$ cat config.mk
export PLATFORM = sky130hd
export DESIGN_NAME = fifo_wr_gearbox
export DESIGN_NICKNAME = d
export VERILOG_FILES = /design/src/rtl/fifo_wr_gearbox.sv
export SDC_FILE = /design/constraint.sdc
export NUM_CORES = 1
export LEC_CHECK = 0
export CORE_ASPECT_RATIO = 0.8
export CORE_MARGIN = 2
export CORE_UTILIZATION = 47
export DETAILED_ROUTE_END_ITERATION = 10
export PLACE_DENSITY = 0.89
export RECOVER_POWER = 100
export SYNTH_ARGS = -nofsm -noshare
export SYNTH_HDL_FRONTEND = slang
export SYNTH_SLANG_ARGS = --single-unit
$ cat constraint.sdc
create_clock -name wr_clk -period 2.1 [get_ports wr_clk]
set_input_delay 0.42 -clock wr_clk [delete_from_list [all_inputs] [get_ports wr_clk]]
set_output_delay 0.42 -clock wr_clk [all_outputs]
set_load 0.01 [all_outputs]
$ cat src/rtl/fifo_wr_gearbox.sv
// fifo_wr_gearbox: serializes wide upstream words into LSB-first beats for an async FIFO write port
// Optional feature macro: FIFO_WR_GEARBOX_PAR_EN appends an XOR parity beat after each word.
// Ports:
//   wr_clk, wr_rst_n          write-domain clock, asynchronous active-low reset
//   s_valid, s_data, s_ready  upstream word stream (IN_WIDTH bits)
//   fifo_wr_en, fifo_wr_data  FIFO write strobe and DATA_WIDTH-bit beat
//   fifo_full, fifo_afull     registered FIFO full / almost-full flags
//   busy                      a word is being serialized
//   words_sent                count of fully written words, wraps
module fifo_wr_gearbox #(
   parameter int IN_WIDTH    = 16,
   parameter int DATA_WIDTH  = 4,
   parameter int WORD_ATOMIC = 0,
   parameter int CNT_WIDTH   = 16
) (
   input  logic                  wr_clk,
   input  logic                  wr_rst_n,
   input  logic                  s_valid,
   input  logic [IN_WIDTH-1:0]   s_data,
   output logic                  s_ready,
   output logic                  fifo_wr_en,
   output logic [DATA_WIDTH-1:0] fifo_wr_data,
   input  logic                  fifo_full,
   input  logic                  fifo_afull,
   output logic                  busy,
   output logic [CNT_WIDTH-1:0]  words_sent
);
   localparam int RATIO = IN_WIDTH / DATA_WIDTH;
   localparam int BW    = $clog2(RATIO);
`ifdef FIFO_WR_GEARBOX_PAR_EN
   typedef enum logic [1:0] {IDLE, SHIFT, PAR} state_t;
`else
   typedef enum logic [1:0] {IDLE, SHIFT} state_t;
`endif
   state_t state, state_n;
   logic [IN_WIDTH-1:0] sh, sh_n;
   logic [BW-1:0] cnt, cnt_n;
   logic beat_go, last_beat, accept, cnt_last;
   assign cnt_last   = cnt == BW'(RATIO - 1);
   assign beat_go    = state != IDLE && !fifo_full;
   assign fifo_wr_en = beat_go;
   assign busy       = state != IDLE;
   assign s_ready    = (state == IDLE || (last_beat && beat_go)) && (WORD_ATOMIC == 0 || !fifo_afull);
   assign accept     = s_valid && s_ready;
`ifdef FIFO_WR_GEARBOX_PAR_EN
   logic [DATA_WIDTH-1:0] par, par_in;
   assign last_beat    = state == PAR;
   assign fifo_wr_data = state == SHIFT ? sh[DATA_WIDTH-1:0] : state == PAR ? par : '0;
   always_comb begin
      par_in = '0;
      for (int i = 0; i < RATIO; i++) par_in = par_in ^ s_data[i*DATA_WIDTH +: DATA_WIDTH];
   end
   always_ff @(posedge wr_clk or negedge wr_rst_n)
      if (!wr_rst_n) par <= '0;
      else if (accept) par <= par_in;
`else
   assign last_beat    = state == SHIFT && cnt_last;
   assign fifo_wr_data = state == SHIFT ? sh[DATA_WIDTH-1:0] : '0;
`endif
   always_comb begin
      state_n = state;
      sh_n    = sh;
      cnt_n   = cnt;
      if (accept) begin
         state_n = SHIFT;
         sh_n    = s_data;
         cnt_n   = '0;
      end else if (beat_go) begin
         if (state == SHIFT && !cnt_last) begin
            sh_n  = sh >> DATA_WIDTH;
            cnt_n = cnt + BW'(1);
         end else begin
`ifdef FIFO_WR_GEARBOX_PAR_EN
            state_n = state == SHIFT ? PAR : IDLE;
`else
            state_n = IDLE;
`endif
         end
      end
   end
   always_ff @(posedge wr_clk or negedge wr_rst_n)
      if (!wr_rst_n) begin
         state      <= IDLE;
         sh         <= '0;
         cnt        <= '0;
         words_sent <= '0;
      end else begin
         state      <= state_n;
         sh         <= sh_n;
         cnt        <= cnt_n;
         words_sent <= last_beat && beat_go ? words_sent + CNT_WIDTH'(1) : words_sent;
      end
endmodule

==> impl_metrics.tcl <==
set metrics [dict create \
    outcome "finished clean" \
    synth.top_cell.area_share 0.548 \
    worst-path-buf-inv 1 \
    drc 0 \
    post_cts.repair.setup_buffers 0 \
    yosys_warnings 0 \
    critical_path.top_delay_family "buffers and inverters" \
    post_synth_num_cell_types 30 \
    synth.largest_area_cell "sky130_fd_sc_hd__dfrtp_1" \
    finalCritPeriodShare 0.926 \
    drt-total-wl_um 3420 \
    synth-compound-area-share 0.0705 \
    finalWorstPathRequiredPeriod_ns 1.94 \
    drtAntennaViolNets 0 \
    clock.fmax_mhz 514 \
    gr-total-overflow 0 \
    arrival_time_reported_for_the_critical_path_endpoint_ns 1.52 \
    drv.max_cap_violation_count 0 \
    placementRows 18 \
    top_level_ports 44 \
    layout.cells.most_common "sky130_fd_sc_hd__dfrtp_1" \
    rsz0062_at_grt "false" \
    cts.repair.resized 0 \
    io_buffer_count 42 \
    fp.dieW_um 69.2 \
    cell_pwr_density_nw_per_um2 985 \
    max_stage_delay_ns 0.61 \
    worst-path-max-fanout 9 \
    via_count 1241 \
    synth_nets 169 \
    n_antenna_cell 0 \
    timing.final.hold_violations 0 \
    first_global_vias 1214 \
    proportion_of_synthesized_area_in_mux_cells 0.0572 \
    cts_buffer_depth 2 \
    synth-adder-area-share 0.0157 \
    tightest_slew_ns 0.841 \
    type_of_the_worst_min_delay_path "flip-flop to flip-flop" \
    synth_seq_area_share 0.548 \
    die-height_um 56.2 \
    floorplan.initialDensity 0.503 \
    area.growth.synth_to_final_pct 34.5 \
    tritoncts.num_buffers 5 \
    end_kind "output pin" \
    clkTransAtPathRegs_ns 0.06 \
    insertion_delay_ns 0.29 \
    main_combinational_cell_family_by_area_after_synthesis "simple AND/OR/NAND/NOR gates" \
    final_layout_size_suffix_gt1_frac 0.0670 \
    clock-sinks 35 \
    last_weighted_congestion_value_of_the_routability_driven_placer 0.838 \
    syn_area_per_cell_um2 10.9 \
    synthSimpleGateAreaFrac 0.199 \
    setup_tns_ns 0 \
    drt_first_pass_iters 6 \
    grt_antenna_before_repair 0 \
    synth_top_cells_by_area "sky130_fd_sc_hd__dfrtp_1 (55%), sky130_fd_sc_hd__xnor2_1 (6.6%), sky130_fd_sc_hd__nand2_1 (5.6%)" \
    design.die.area_um2 3880 \
    hold_slack_ns 0.469 \
    report.final.setup_viol 0 \
    tritoncts "built" \
    core_area_um2 3180 \
    synth_cells 146 \
    first_iter_violations 62 \
    max-slew-margin-rel 0.439 \
    ys_ff_latch 35 \
    most-common-layout-cells "sky130_fd_sc_hd__dfrtp_1 (35), sky130_fd_sc_hd__nand2_1 (24), sky130_fd_sc_hd__dlygate4sd3_1 (21)" \
    synth_xor_xnor_area_share 0.0877 \
    wl_per_cell_um 14.6 \
    htree_num_levels 2 \
    ir_drop_mv 0.437 \
    grt_start_max_net_pins 36 \
    grt_pass1_wl_um 5860 \
    post_cts_hold_buffer_count 0 \
    design.final.nets 218 \
    required_ns 1.68 \
    groute.usage.overall 0.195 \
    final_hpwl_from_detailed_placement_um 2500 \
    n_fill_cell 233 \
    avgViaCountPerCell 5.30 \
    worst-setup-path-type "flip-flop to output pin" \
    fin_skew_ns 0.00333 \
    crit_path_top_delay_cell "sky130_fd_sc_hd__dlygate4sd3_1" \
    cell_area_synth_um2 1600 \
    static-leakage-power_nw 0.991 \
    worst_path_cell_chain "and2_1 -> dlygate4sd3_1" \
    cp-start-kind "flip-flop" \
    clock-root-buffer "sky130_fd_sc_hd__clkbuf_8" \
    maxSlewViolCount 0 \
]
==> power breakdown <==
| part | internal, mW | switching [mW] | leakage (nW) | total (mW) |
|---|---|---|---|---|
| clock network | 0.221 | 0.216 | 0.0371 | 0.436 |
| registers | 0.847 | 0.147 | 0.460 | 0.994 |
| logic | 0.374 | 0.312 | 0.494 | 0.686 |
| total | 1.44 | 0.675 | 0.991 | 2.12 |
==> logic make-up (layout without fill, tap and decap cells) <==
kind of cell	Yosys count	after routing
mux	9	9
xor+xnor	16	16
simple gates	59	59
fa+ha+maj	2	2
buf+inv	7	55
compound gates	18	18
flops	35	35
==> sequential cells by signal (all words and copies together), names as in the netlist <==
name	cells
state	1
sh	16
cnt	2
words_sent	16
==> area by class of cell <==
type	count	area [um^2]	area share
flip-flops and latches	35	876	0.408
multi-input cells	104	677	0.315
repair buffers	48	469	0.218
clock buffers	6	72.6	0.0338
well taps	40	50.0	0.0233
inverters	1	3.75	0.00175
==> stage by stage <==
stage          instance area [um^2]  utilization  power (mW)  setup slack (ns)  std cells
4_1_cts                        2170        0.684        2.18            0.0128        234
3_3_place_gp                   2100        0.661        1.66            0.0324        228
3_5_place_dp                   2100        0.661        1.73            0.0208        228
5_1_grt                        2150        0.677        2.25            0.0720        234
2_1_floorplan                  1600            -        1.37             0.617        146
6_report                       2150        0.677        2.12             0.155        234
==> synthesized netlist by cell type <==
library cell                n
sky130_fd_sc_hd__ha_1       2
sky130_fd_sc_hd__and2_1     4
sky130_fd_sc_hd__clkbuf_2   1
sky130_fd_sc_hd__xnor2_1   12
sky130_fd_sc_hd__nor3b_1    4
sky130_fd_sc_hd__clkbuf_1   1
sky130_fd_sc_hd__and2b_1    1
sky130_fd_sc_hd__a221o_1    4
sky130_fd_sc_hd__mux2_2     1
sky130_fd_sc_hd__nor2_1     3
sky130_fd_sc_hd__buf_2      3
sky130_fd_sc_hd__a21boi_1   1
sky130_fd_sc_hd__nor4_2     1
sky130_fd_sc_hd__dfrtp_1   35
sky130_fd_sc_hd__and4_1     1
sky130_fd_sc_hd__nand2b_1   3
sky130_fd_sc_hd__nand3_1    7
sky130_fd_sc_hd__nand2_1   24
sky130_fd_sc_hd__and3_1     2
sky130_fd_sc_hd__nor2b_1    1
sky130_fd_sc_hd__nand4_1    3
sky130_fd_sc_hd__and4b_4    1
sky130_fd_sc_hd__nor3_1     3
sky130_fd_sc_hd__nand4_2    1
sky130_fd_sc_hd__inv_1      1
sky130_fd_sc_hd__o21ai_0   12
sky130_fd_sc_hd__mux2i_1    8
sky130_fd_sc_hd__a21oi_1    1
sky130_fd_sc_hd__xor2_1     4
sky130_fd_sc_hd__buf_4      1
==> final timing paths <==
| check | startpoint | to | slack [ns] | cells past startpoint |
|---|---|---|---|---|
| max in group asynchronous | wr_rst_n | sh[1] | 0.81 | 2 |
| worst max-delay path | state[0] | fifo_wr_data[0] | 0.16 | 2 |
| worst max register to register | cnt[0] | sh[6] | 0.35 | 6 |
| min in group asynchronous | wr_rst_n | words_sent[10] | 0.77 | 2 |
| worst min register to register | words_sent[15] | words_sent[15] | 0.47 | 1 |
| worst min-delay path | words_sent[15] | words_sent[15] | 0.47 | 1 |
==> per-layer routing <==
layer  global-route usage  wire length (um)  vias up
met5                    0                 0        -
met4                0.112               114        0
met3               0.0471               139       11
met2                0.284              1660       41
met1                0.265              1510      593
li1                     -                 -      596
Power figures use the tool's default switching activity.
